### src/rtl/uart_pkg.sv
// Shared constants and helpers for the UART transmit path:
// FSM encoding, word-length codes, oversample factors and frame math.
package uart_pkg;

    localparam int ST_W = 5;

    localparam int S_IDLE  = 0;
    localparam int S_START = 1;
    localparam int S_DATA  = 2;
    localparam int S_PAR   = 3;
    localparam int S_STOP  = 4;

    localparam logic [ST_W-1:0] ST_IDLE  = 5'b00001;
    localparam logic [ST_W-1:0] ST_START = 5'b00010;
    localparam logic [ST_W-1:0] ST_DATA  = 5'b00100;
    localparam logic [ST_W-1:0] ST_PAR   = 5'b01000;
    localparam logic [ST_W-1:0] ST_STOP  = 5'b10000;

    localparam logic [1:0] WLS_5 = 2'd0;
    localparam logic [1:0] WLS_6 = 2'd1;
    localparam logic [1:0] WLS_7 = 2'd2;
    localparam logic [1:0] WLS_8 = 2'd3;

    localparam logic [4:0] OSM_16 = 5'd16;
    localparam logic [4:0] OSM_13 = 5'd13;

    // With the extra stop length selected, 5-bit words get 1.5 stop bits
    localparam logic [1:0] STOP15_WLS = WLS_5;

    function automatic logic [19:0] bit_period(
        input logic [15:0] dlr,
        input logic        osm
    );
        logic [19:0] div;
        logic [19:0] fac;
        div = (dlr == 16'd0) ? 20'd1 : {4'd0, dlr};
        fac = osm ? {15'd0, OSM_13} : {15'd0, OSM_16};
        return div * fac;
    endfunction

    function automatic logic [7:0] word_mask(input logic [1:0] wls);
        return 8'hFF >> (3'd3 - {1'b0, wls});
    endfunction

    function automatic logic parity_bit(
        input logic [7:0] data,
        input logic [1:0] wls,
        input logic       eps,
        input logic       sp
    );
        logic [7:0] d;
        d = data & word_mask(wls);
        if (sp) begin
            return ~eps;
        end
        return eps ? ^d : ~^d;
    endfunction

endpackage

### src/rtl/uart_tx_if.sv
// Register-block side of the UART transmitter: THR writes,
// line/FIFO/divisor fields in, line output and status back.
interface uart_tx_if #(
    parameter int FIFO_AW = 4
);

    logic [7:0]       thr_wdata_in;
    logic             thr_wr_in;
    logic             fifoen_in;
    logic             txclr_in;
    logic             utrst_in;
    logic [1:0]       wls_in;
    logic             stb_in;
    logic             pen_in;
    logic             eps_in;
    logic             sp_in;
    logic             bc_in;
    logic [15:0]      dlr_in;
    logic             osm_in;
    logic             txd_out;
    logic             thre_out;
    logic             temt_out;
    logic [FIFO_AW:0] tx_level_out;
    logic             wr_drop_out;

    modport master (
        output thr_wdata_in,
        output thr_wr_in,
        output fifoen_in,
        output txclr_in,
        output utrst_in,
        output wls_in,
        output stb_in,
        output pen_in,
        output eps_in,
        output sp_in,
        output bc_in,
        output dlr_in,
        output osm_in,
        input  txd_out,
        input  thre_out,
        input  temt_out,
        input  tx_level_out,
        input  wr_drop_out
    );

    modport slave (
        input  thr_wdata_in,
        input  thr_wr_in,
        input  fifoen_in,
        input  txclr_in,
        input  utrst_in,
        input  wls_in,
        input  stb_in,
        input  pen_in,
        input  eps_in,
        input  sp_in,
        input  bc_in,
        input  dlr_in,
        input  osm_in,
        output txd_out,
        output thre_out,
        output temt_out,
        output tx_level_out,
        output wr_drop_out
    );

endinterface

### src/rtl/uart_tx_fifo.sv
// Transmit byte FIFO with selectable capacity (DEPTH or a single
// holding register), synchronous clear and occupancy count.
module uart_tx_fifo
    import uart_pkg::*;
#(
    parameter int DEPTH = 16,
    parameter int AW    = 4
) (
    input  logic         clk,
    input  logic         rst,
    input  logic         push,
    input  logic         pop,
    input  logic         clear,
    input  logic         fifoen,
    input  logic [7:0]   wdata,
    output logic [7:0]   rdata,
    output logic [AW:0]  level,
    output logic         full,
    output logic         empty
);

    localparam logic [AW:0] CAP_FULL = (AW+1)'(DEPTH);
    localparam logic [AW:0] CAP_ONE  = (AW+1)'(1);

    logic [7:0]    mem [DEPTH];
    logic [AW-1:0] wr_ptr;
    logic [AW-1:0] rd_ptr;
    logic [AW:0]   cap;
    logic          do_push;
    logic          do_pop;

    assign cap   = fifoen ? CAP_FULL : CAP_ONE;
    assign empty = (level == '0);
    assign full  = (level >= cap);

    // A pop frees a slot in the same cycle, so push still lands when full
    assign do_pop  = pop && !empty && !clear;
    assign do_push = push && !clear && (!full || do_pop);

    assign rdata = mem[rd_ptr];

    always_ff @(posedge clk or posedge rst) begin
        if (rst) begin
            wr_ptr <= '0;
            rd_ptr <= '0;
            level  <= '0;
        end else if (clear) begin
            wr_ptr <= '0;
            rd_ptr <= '0;
            level  <= '0;
        end else begin
            if (do_push) begin
                wr_ptr <= wr_ptr + 1'b1;
            end
            if (do_pop) begin
                rd_ptr <= rd_ptr + 1'b1;
            end
            level <= level + (AW+1)'(do_push) - (AW+1)'(do_pop);
        end
    end

    always_ff @(posedge clk) begin
        if (do_push) begin
            mem[wr_ptr] <= wdata;
        end
    end

endmodule

### src/rtl/uart_tx.sv
// UART transmitter: TX FIFO, bit-period timing from DLR/OSM and the
// frame serialiser driving txd_out, with THRE/TEMT status.
module uart_tx
    import uart_pkg::*;
#(
    parameter int FIFO_DEPTH = 16,
    parameter int FIFO_AW    = 4
) (
    input  logic     apb_clk_in,
    input  logic     apb_rst_in,
    uart_tx_if.slave bus
);

    logic [ST_W-1:0]  state;
    logic [20:0]      cnt;
    logic [20:0]      limit;
    logic             cnt_end;
    logic [19:0]      p_q;
    logic [19:0]      p_new;
    logic [20:0]      stop_q;
    logic [20:0]      stop_new;
    logic [7:0]       sh;
    logic [2:0]       bit_idx;
    logic [2:0]       last_idx;
    logic             pen_q;
    logic             par_q;
    logic             fifoen_q;

    logic             clear;
    logic             push;
    logic             pop;
    logic             can_pop;
    logic             drop;
    logic             line;

    logic [7:0]       fifo_rdata;
    logic [FIFO_AW:0] fifo_level;
    logic             fifo_full;
    logic             fifo_empty;

    logic             txd_q;
    logic             thre_q;
    logic             temt_q;
    logic             drop_q;

    assign clear   = bus.txclr_in
                  || (bus.fifoen_in != fifoen_q)
                  || !bus.utrst_in;
    assign push    = bus.thr_wr_in && bus.utrst_in;
    assign can_pop = !fifo_empty && !clear;

    assign limit   = state[S_STOP] ? stop_q : {1'b0, p_q};
    assign cnt_end = (cnt == limit - 21'd1);

    assign pop  = can_pop
               && (state[S_IDLE] || (state[S_STOP] && cnt_end));
    assign drop = push && !clear && fifo_full && !pop;

    assign p_new = bit_period(bus.dlr_in, bus.osm_in);

    always_comb begin
        stop_new = {1'b0, p_new};
        if (bus.stb_in) begin
            if (bus.wls_in == STOP15_WLS) begin
                stop_new = {1'b0, p_new} + {2'b0, p_new[19:1]};
            end else begin
                stop_new = {p_new, 1'b0};
            end
        end
    end

    uart_tx_fifo #(
        .DEPTH (FIFO_DEPTH),
        .AW    (FIFO_AW)
    ) u_fifo (
        .clk    (apb_clk_in),
        .rst    (apb_rst_in),
        .push   (push),
        .pop    (pop),
        .clear  (clear),
        .fifoen (bus.fifoen_in),
        .wdata  (bus.thr_wdata_in),
        .rdata  (fifo_rdata),
        .level  (fifo_level),
        .full   (fifo_full),
        .empty  (fifo_empty)
    );

    always_ff @(posedge apb_clk_in or posedge apb_rst_in) begin
        if (apb_rst_in) begin
            fifoen_q <= 1'b0;
        end else begin
            fifoen_q <= bus.fifoen_in;
        end
    end

    always_ff @(posedge apb_clk_in or posedge apb_rst_in) begin
        if (apb_rst_in) begin
            state   <= ST_IDLE;
            cnt     <= '0;
            bit_idx <= '0;
        end else if (!bus.utrst_in) begin
            state   <= ST_IDLE;
            cnt     <= '0;
            bit_idx <= '0;
        end else begin
            unique case (1'b1)
                state[S_IDLE]: begin
                    cnt <= '0;
                    if (pop) begin
                        state <= ST_START;
                    end
                end
                state[S_START]: begin
                    if (cnt_end) begin
                        cnt     <= '0;
                        bit_idx <= '0;
                        state   <= ST_DATA;
                    end else begin
                        cnt <= cnt + 21'd1;
                    end
                end
                state[S_DATA]: begin
                    if (cnt_end) begin
                        cnt <= '0;
                        if (bit_idx == last_idx) begin
                            state <= pen_q ? ST_PAR : ST_STOP;
                        end else begin
                            bit_idx <= bit_idx + 3'd1;
                        end
                    end else begin
                        cnt <= cnt + 21'd1;
                    end
                end
                state[S_PAR]: begin
                    if (cnt_end) begin
                        cnt   <= '0;
                        state <= ST_STOP;
                    end else begin
                        cnt <= cnt + 21'd1;
                    end
                end
                state[S_STOP]: begin
                    if (cnt_end) begin
                        cnt   <= '0;
                        state <= pop ? ST_START : ST_IDLE;
                    end else begin
                        cnt <= cnt + 21'd1;
                    end
                end
                default: begin
                    cnt   <= '0;
                    state <= ST_IDLE;
                end
            endcase
        end
    end

    // Frame fields are latched with the byte so mid-frame writes to
    // the line control fields cannot corrupt the frame in flight
    always_ff @(posedge apb_clk_in or posedge apb_rst_in) begin
        if (apb_rst_in) begin
            sh       <= '0;
            p_q      <= 20'd16;
            stop_q   <= 21'd16;
            last_idx <= 3'd7;
            pen_q    <= 1'b0;
            par_q    <= 1'b0;
        end else if (pop) begin
            sh       <= fifo_rdata;
            p_q      <= p_new;
            stop_q   <= stop_new;
            last_idx <= {1'b0, bus.wls_in} + 3'd4;
            pen_q    <= bus.pen_in;
            par_q    <= parity_bit(fifo_rdata, bus.wls_in,
                                   bus.eps_in, bus.sp_in);
        end else if (state[S_DATA] && cnt_end) begin
            sh <= {1'b0, sh[7:1]};
        end
    end

    always_comb begin
        line = 1'b1;
        unique case (1'b1)
            state[S_START]: line = 1'b0;
            state[S_DATA]:  line = sh[0];
            state[S_PAR]:   line = par_q;
            default:        line = 1'b1;
        endcase
    end

    always_ff @(posedge apb_clk_in or posedge apb_rst_in) begin
        if (apb_rst_in) begin
            txd_q  <= 1'b1;
            thre_q <= 1'b1;
            temt_q <= 1'b1;
            drop_q <= 1'b0;
        end else if (!bus.utrst_in) begin
            txd_q  <= 1'b1;
            thre_q <= 1'b1;
            temt_q <= 1'b1;
            drop_q <= 1'b0;
        end else begin
            txd_q  <= bus.bc_in ? 1'b0 : line;
            thre_q <= fifo_empty;
            temt_q <= fifo_empty && state[S_IDLE];
            drop_q <= drop;
        end
    end

    assign bus.txd_out      = txd_q;
    assign bus.thre_out     = thre_q;
    assign bus.temt_out     = temt_q;
    assign bus.wr_drop_out  = drop_q;
    assign bus.tx_level_out = fifo_level;

endmodule

### src/flat_wrapper.sv
// flat-port wrapper written by rule: the top's interface ports become plain ports
module uart_tx_flat import uart_pkg::*;
#(
    parameter int FIFO_DEPTH = 16,
    parameter int FIFO_AW    = 4
)
  (apb_clk_in, apb_rst_in, bus_thr_wdata_in, bus_thr_wr_in, bus_fifoen_in, bus_txclr_in, bus_utrst_in, bus_wls_in, bus_stb_in, bus_pen_in, bus_eps_in, bus_sp_in, bus_bc_in, bus_dlr_in, bus_osm_in, bus_txd_out, bus_thre_out, bus_temt_out, bus_tx_level_out, bus_wr_drop_out);
  uart_tx_if #(.FIFO_AW(FIFO_AW)) bus_i ();
  input  logic apb_clk_in;
  input  logic apb_rst_in;
  input wire logic [$bits(bus_i.thr_wdata_in)-1:0] bus_thr_wdata_in;
  input wire logic [$bits(bus_i.thr_wr_in)-1:0] bus_thr_wr_in;
  input wire logic [$bits(bus_i.fifoen_in)-1:0] bus_fifoen_in;
  input wire logic [$bits(bus_i.txclr_in)-1:0] bus_txclr_in;
  input wire logic [$bits(bus_i.utrst_in)-1:0] bus_utrst_in;
  input wire logic [$bits(bus_i.wls_in)-1:0] bus_wls_in;
  input wire logic [$bits(bus_i.stb_in)-1:0] bus_stb_in;
  input wire logic [$bits(bus_i.pen_in)-1:0] bus_pen_in;
  input wire logic [$bits(bus_i.eps_in)-1:0] bus_eps_in;
  input wire logic [$bits(bus_i.sp_in)-1:0] bus_sp_in;
  input wire logic [$bits(bus_i.bc_in)-1:0] bus_bc_in;
  input wire logic [$bits(bus_i.dlr_in)-1:0] bus_dlr_in;
  input wire logic [$bits(bus_i.osm_in)-1:0] bus_osm_in;
  output wire logic [$bits(bus_i.txd_out)-1:0] bus_txd_out;
  output wire logic [$bits(bus_i.thre_out)-1:0] bus_thre_out;
  output wire logic [$bits(bus_i.temt_out)-1:0] bus_temt_out;
  output wire logic [$bits(bus_i.tx_level_out)-1:0] bus_tx_level_out;
  output wire logic [$bits(bus_i.wr_drop_out)-1:0] bus_wr_drop_out;
  assign bus_i.thr_wdata_in = bus_thr_wdata_in;
  assign bus_i.thr_wr_in = bus_thr_wr_in;
  assign bus_i.fifoen_in = bus_fifoen_in;
  assign bus_i.txclr_in = bus_txclr_in;
  assign bus_i.utrst_in = bus_utrst_in;
  assign bus_i.wls_in = bus_wls_in;
  assign bus_i.stb_in = bus_stb_in;
  assign bus_i.pen_in = bus_pen_in;
  assign bus_i.eps_in = bus_eps_in;
  assign bus_i.sp_in = bus_sp_in;
  assign bus_i.bc_in = bus_bc_in;
  assign bus_i.dlr_in = bus_dlr_in;
  assign bus_i.osm_in = bus_osm_in;
  assign bus_txd_out = bus_i.txd_out;
  assign bus_thre_out = bus_i.thre_out;
  assign bus_temt_out = bus_i.temt_out;
  assign bus_tx_level_out = bus_i.tx_level_out;
  assign bus_wr_drop_out = bus_i.wr_drop_out;
  uart_tx #(.FIFO_DEPTH(FIFO_DEPTH), .FIFO_AW(FIFO_AW)) u_core (.apb_clk_in(apb_clk_in), .apb_rst_in(apb_rst_in), .bus(bus_i));
endmodule
### config.mk
export PLATFORM = sky130hd
export DESIGN_NAME = uart_tx_flat
export DESIGN_NICKNAME = d
export VERILOG_FILES = /design/src/rtl/uart_pkg.sv /design/src/rtl/uart_tx_if.sv /design/src/rtl/uart_tx_fifo.sv /design/src/rtl/uart_tx.sv /design/src/flat_wrapper.sv
export SDC_FILE = /design/constraint.sdc
export NUM_CORES = 1
export LEC_CHECK = 0
export ABC_AREA = 0
export CORE_UTILIZATION = 55
export CTS_CLUSTER_DIAMETER = 50
export CTS_CLUSTER_SIZE = 10
export DETAILED_ROUTE_END_ITERATION = 7
export HOLD_SLACK_MARGIN = 0.12
export PLACE_DENSITY_LB_ADDON = 0.08
export REMOVE_ABC_BUFFERS = 1
export SETUP_SLACK_MARGIN = 0.02
export SLEW_MARGIN = 20
export SYNTH_ARGS = -nofsm -noshare
export SYNTH_HDL_FRONTEND = slang
export SYNTH_SLANG_ARGS = --single-unit
### constraint.sdc
create_clock -name apb_clk_in -period 4.2 [get_ports apb_clk_in]
set_input_delay 0.84 -clock apb_clk_in [delete_from_list [all_inputs] [get_ports apb_clk_in]]
set_output_delay 0.84 -clock apb_clk_in [all_outputs]
set_load 0.005 [all_outputs]
==> results of run 1 <==
[per-stage QoR]
stage,instances,instance area [sq um],setup slack [ps],util [%],hold WS (ps)
3_3_place_gp,1813,15900,-2240,65.0,463
4_1_cts,1888,17500,-920,71.7,482
2_1_floorplan,1242,13500,-1950,-,449
5_1_grt,1901,18000,-1290,73.7,499
6_report,1901,18000,-1090,73.7,479
3_5_place_dp,1813,15900,-2400,65.0,474
[cells by family (layout without fill, tap and decap cells)]
kind of cell / Yosys count / in the layout / synth area share [%]
adder cells (fa/ha/maj): 98 / 98 / 9.59
AND/OR/NAND/NOR: 372 / 372 / 12.9
flip-flops: 228 / 228 / 46.1
buffers and inverters: 163 / 431 / 4.76
XOR/XNOR: 99 / 99 / 6.38
AO/OA/AOI/OAI: 265 / 265 / 12.7
multiplexers: 84 / 84 / 7.59
[worst paths after layout]
check                                start                endpoint  cells after the start
max                          bus_dlr_in[4]       u_core.stop_q[13]                     27
min                         u_core.p_q[19]          u_core.p_q[19]                      2
max reg2reg                u_core.state[4]  u_core.u_fifo.level[4]                     19
min reg2reg                 u_core.p_q[19]          u_core.p_q[19]                      2
max in group asynchronous       apb_rst_in           u_core.p_q[4]                      3
min in group asynchronous       apb_rst_in            u_core.sh[0]                      2
[power by group through the flow]
stage	Clock (mW)	Combinational, mW	Sequential [mW]
after floorplan	0	1.56	2.49
after global placement	0	2.60	2.50
after detailed placement	0	2.66	2.50
after CTS	2.24	3.28	2.46
after global routing	2.33	4.04	2.47
final	2.22	3.74	2.46
[per-layer routing]
layer  global-route usage [%]  vias to the layer above
li1                         -                     5212
met1                     37.3                     5171
met2                     39.2                      265
met3                     3.28                       63
met4                     6.32                        0
met5                        0                        -
[cells in the mapped netlist (5+ instances only)]
cell	number	area (sq um)
nor4_1	23	144
dfrtp_1	92	2300
edfxtp_1	128	3840
nor3b_1	7	52.6
a22oi_1	16	120
ha_1	85	1060
o21bai_1	11	82.6
nand4_1	9	56.3
xnor2_1	58	508
and3_1	15	93.8
xor2_1	40	350
mux4_2	16	360
nor2_1	69	259
fa_1	13	260
nand2b_1	8	50.1
mux2i_1	63	631
o211ai_1	16	120
nor2b_1	8	50.1
and2_1	11	68.8
o21ai_0	82	410
inv_1	95	357
buf_4	5	37.5
o22ai_1	5	31.3
mux2_2	5	56.3
buf_2	14	70.1
or3_1	8	50.1
nand2_1	149	559
a211oi_1	5	37.5
dfstp_2	8	210
a221oi_1	18	158
nand3_1	20	100
nor3_1	27	135
a21o_1	16	120
a21oi_1	46	230
clkbuf_1	44	165
a31oi_1	8	50.1
[flip-flops by register name (all words and copies together) (netlist names)]
signal,cells
u_core.u_fifo.mem,128
u_core.cnt,21
u_core.stop_q,21
u_core.p_q,20
u_core.sh,8
u_core.state,5
u_core.u_fifo.level,5
u_core.u_fifo.rd_ptr,4
u_core.u_fifo.wr_ptr,4
u_core.bit_idx,3
u_core.last_idx,2
u_core.bus.temt_out,1
u_core.bus.thre_out,1
u_core.bus.txd_out,1
u_core.bus.wr_drop_out,1
u_core.fifoen_q,1
u_core.par_q,1
u_core.pen_q,1
[repair_timing]
action                     in CTS  in global routing
pin swaps                      82                 68
setup endpoints to repair      38                126
gates resized for setup       191                 83
buffers inserted               21                 13
[cell type report]
class | instances | area, sq um
flip-flops and latches | 228 | 6360
well taps | 324 | 405
fillers | 1665 | 6440
inverters | 96 | 363
clock inverters | 5 | 40.0
repair buffers | 281 | 2270
multi-input cells | 918 | 7760
clock buffers | 49 | 821
[worst max-delay path, cell delays in order]
cell and delay [ps]:
clkdlybuf4s15_2 210, buf_6 130, mux2_4 270, ha_4 210, ha_1 270, inv_1 50, fa_1 500, inv_2 60
ha_4 280, buf_4 130, o21ai_2 50, o21bai_1 220, a21oi_2 110, o21bai_1 180, a21oi_2 100, xnor2_2 150
ha_1 330, o21a_1 140, o2bb2ai_2 170, a31oi_2 70, buf_4 160, a21o_1 180, a21oi_2 220, xor2_2 190
o22ai_2 110, a221oi_2 310, a21oi_1 60
==> metrics.cfg, run 1 <==
[routing]
wl_met2_um = 15600
top_layer_used = met4
drtIter0Drc = 834
ant_nets = 0
drt-pass1-iter-count = 5
vias_per_cell = 5.63
wl_per_cell_um = 17.7
drc = 0
dr_wl_met3_um = 1620
vias = 10700
met1_length_um = 15700
wirelength_um = 33700

[critical_path]
worstSetupPathType = input port to flip-flop
crit_fanout = 5
r2r_slack_ps = 160
crit_required_ps = 4610
worst_setup_path_start_kind = input port
worstPathArrival_ps = 5690
crit_path_end_kind = flip-flop

[pwr]
switchingPower_mw = 2.73
p_seq_share_pct = 29.2
power_frac_clock_pct = 26.3
ir_drop_v = 0.000283
combPwrFrac_pct = 44.4
total_power_mw = 8.42
leakage_nw = 7.52
powerDensity_mw_per_mm2 = 467
internal_power_mw = 5.69
swShare_pct = 32.4

[yosys]
syn-cell-area_sq_mm = 0.0138
synth.distinct_cells = 78
synth_cells = 1309
synth-edff-count = 128
avgSynthCellArea_sq_um = 10.5
ys_seq_area_share_pct = 46.1
synthArstFlopShare_pct = 43.9
yosys_register_bits = 228
yosys_warnings = 0
synth_ff_type = edfxtp_1

[cells_and_area]
nets = 1690
layout_commonest_cell = buf_4
drive_gt1_share_pct = 30.2
num_antenna_cells = 0
layout_common_cells = buf_4, nand2_1, edfxtp_1
syn_to_final_growth_pct = 30.6

[floorplan]
core_area_sq_mm = 0.0245
rows = 57
design.die.area_sq_mm = 0.0257
num_io_pins = 47
start_util_pct = 56.4
die_w_um = 160
die_y_um = 160

[timing]
slew_headroom_pct = 37.3
rsz0062_at_grt = true
tns_ps = -9500
worst_slew_pin_slew_ps = 937
setup_viol = 15
fmax_mhz = 189
final.setup.worst_slack_ps = -1090
period_minus_slack_ps = 5290
hold_viol = 0
finalMaxSlewViolations = 0
clock_skew_ps = 36.4
fin_crit_sh_pct = 126

[placed_design]
hpwl_um = 22500
gp_congestion = 0.846
place.port_buffers = 46

[global_route]
grt_max_degree = 70
grt.total_usage_pct = 25.2
antenna_found_initial = 0
grt_pass1_vias = 10300
grt_pass1_wl_um = 52200
grt_overflow = 0

[cts]
htreeDepth = 1
root_buffer = clkbuf_16
path_clk_slew_ps = 60
cts_hold_buf = 0
cts_buffer_depth = 3
cts_tree = done
insertion_delay_ps = 550
cts.sinks = 228
cts-buffers-inserted = 29

[outcome]
outcome = complete, but fails checks
violations = setup timing

[worst_hold_path]
hold_path_class = flip-flop to flip-flop

[flow_run]
cap_violations = 0

Note: power is estimated with default switching activity, not from simulation.
==> run 2: changes to the inputs <==
DONT_BUFFER_PORTS = 1   (was default)
==> run 2 against run 1 <==
  * The run still ends with setup timing left
  * Combinational power down 1%
  * Non-clock buffer count fell by 74
  * Hold slack got worse by 270 ps
  * Global-route usage decreased by 0.093 points
  * Critical path type unchanged
  * Highest routed layer unchanged
  * First-iteration DRC count down 1.1%
  * Clock skew decreased by 11 ps
  * Clock-buffer cell count decreased by 3
  * Sequential share of layout area is 1.5 points higher
==> metrics.cfg, run 2 (synthesis results as in run 1) <==
[floorplan]
rows = 57
start_util_pct = 56.4
design.die.area_sq_mm = 0.0257
die_y_um = 160
core_area_sq_mm = 0.0245
num_io_pins = 47
die_w_um = 160

[global_route]
grt_overflow = 0
grt_pass1_wl_um = 51900
grt.total_usage_pct = 25.1
grt_pass1_vias = 10100
antenna_found_initial = 0
grt_max_degree = 70

[routing]
wl_per_cell_um = 17.9
vias = 10400
vias_per_cell = 5.66
drc = 0
wirelength_um = 32800
ant_nets = 0
drtIter0Drc = 825
drt-pass1-iter-count = 5

[outcome]
violations = setup timing
outcome = complete, but fails checks

[critical_path]
r2r_start = u_core.state[4]
crit_path_end_kind = flip-flop
crit_fanout = 8
rr_worst_depth = 17
crit_required_ps = 4610
r2r_slack_ps = 130
worst_setup_path_start_kind = input port
r2r-end = u_core.u_fifo.mem[12][0]
worstPathArrival_ps = 5420
worstSetupPathType = input port to flip-flop

[cts]
cts_hold_buf = 0
cts.sinks = 228
cts_buffer_depth = 3
root_buffer = clkbuf_16
cts_tree = done
cts-buffers-inserted = 30
insertion_delay_ps = 550
htreeDepth = 1
path_clk_slew_ps = 50

[placed_design]
gp_congestion = 0.854
dp_cells = 1741
hpwl_um = 22200
place.port_buffers = 0

[timing]
tns_ps = -6350
slew_headroom_pct = 53.7
fmax_mhz = 200
finalMaxSlewViolations = 0
fin_crit_sh_pct = 119
setup_viol = 13
hold_viol = 0
period_minus_slack_ps = 5010
worst_slew_pin_slew_ps = 695
rsz0062_at_grt = true
clock_skew_ps = 25.0
final.setup.worst_slack_ps = -811

[pwr]
p_seq_share_pct = 29.0
internal_power_mw = 5.76
swShare_pct = 32.2
total_power_mw = 8.50
powerDensity_mw_per_mm2 = 492
power_frac_clock_pct = 27.6
ir_drop_v = 0.000354
leakage_nw = 7.18
switchingPower_mw = 2.74
combPwrFrac_pct = 43.4

[worst_hold_path]
hold_path_class = input port to asynchronous set/reset pin

[cells_and_area]
final_cells = 1830
fillCellCount = 1739
syn_to_final_growth_pct = 25.1
layout_commonest_cell = buf_4
largest_reg_flops = 128
regMostFlops = u_core.u_fifo.mem
reg_top3 = u_core.u_fifo.mem: 128 flops, u_core.cnt: 21 flops, u_core.stop_q: 21 flops
utilization_pct = 70.6
nets = 1617
drive_gt1_share_pct = 26.7
layout_common_cells = buf_4, nand2_1, edfxtp_1

[flow_run]
cap_violations = 0

## run 2: changes by cell type in the layout (fill, tap and decap cells not counted), sizes merged
cell | previous run | this run
diode | 0 | 1
buf | 246 | 207
clkbuf | 50 | 46
clkinv | 2 | 8
bufinv | 0 | 1
inv | 99 | 96
clkdlybuf4s50 | 30 | 0
clkinvlp | 0 | 1
clkdlybuf4s15 | 4 | 0
## run 2: stage by stage
stage                     setup slack, ps  hold WS [ps]  instance area, sq um
final                                -811           209                 17300
after global routing                -1000           246                 17300
after CTS                            -692           218                 16900
after detailed placement            -1860           476                 15300
after global placement              -1700           461                 15300
after floorplan                     -1950           449                 13500
## run 2: power by group through the flow
stage | clock (mW) | sequential (mW) | combinational (mW)
3_5_place_dp | 0 | 2.50 | 2.61
2_1_floorplan | 0 | 2.49 | 1.56
4_1_cts | 2.38 | 2.46 | 3.16
5_1_grt | 2.48 | 2.47 | 3.96
3_3_place_gp | 0 | 2.50 | 2.56
6_report | 2.35 | 2.46 | 3.69
## run 2: metal layers
metal,routed length [um],GRT usage [%],vias up,share of wire [%]
li1,-,-,5071,-
met4,741,6.15,0,2.3
met5,0,0,-,0
met3,2040,3.90,59,6.2
met2,14600,37.3,299,44
met1,15500,38.3,4924,47
## run 2: worst max-delay path by stage
stage | from | end | slack [ps] | cells after the start
CTS | bus_dlr_in[8] | u_core.stop_q[19] | -690 | 27
floorplan | u_core.state[4] | u_core.u_fifo.mem[0][0] | -1950 | 10
global route | bus_dlr_in[3] | u_core.stop_q[19] | -1000 | 26
detailed placement | bus_dlr_in[3] | u_core.stop_q[19] | -1860 | 24
global placement | bus_dlr_in[12] | u_core.stop_q[19] | -1700 | 24
finish | bus_dlr_in[3] | u_core.stop_q[19] | -810 | 23
## run 2: final cells by class
type,count,area (sq um),share of cell area (%)
Clock buffer,46,842,4.88
Inverter,96,365,2.12
Sequential cell,228,6360,36.8
Multi-Input combinational cell,918,7570,43.8
Antenna cell,1,2.50,0.0145
Tap cell,324,405,2.35
Timing Repair Buffer,207,1640,9.51
Clock inverter,10,83.8,0.486
## run 2: critical path: stages
cell and delay (ps):
nor4_4 290, a41oi_2 190, o21ai_1 160, ha_2 310, ha_4 280, ha_4 200
ha_1 320, a21o_1 210, a211oi_2 250, o21bai_1 140, a21o_1 180, a21oi_2 170
xor2_2 180, inv_2 80, ha_2 210, a21oi_4 160, o31ai_4 100, a311oi_2 310
o21ai_2 110, a41oi_2 160, mux2_4 190, o22ai_2 60, a211o_1 300
## run 2: repair_timing
item,in CTS,in global routing
setup endpoints to repair,115,133
pin swaps,66,51
gates resized for setup,109,62
cloned,0,0
buffers inserted,25,12
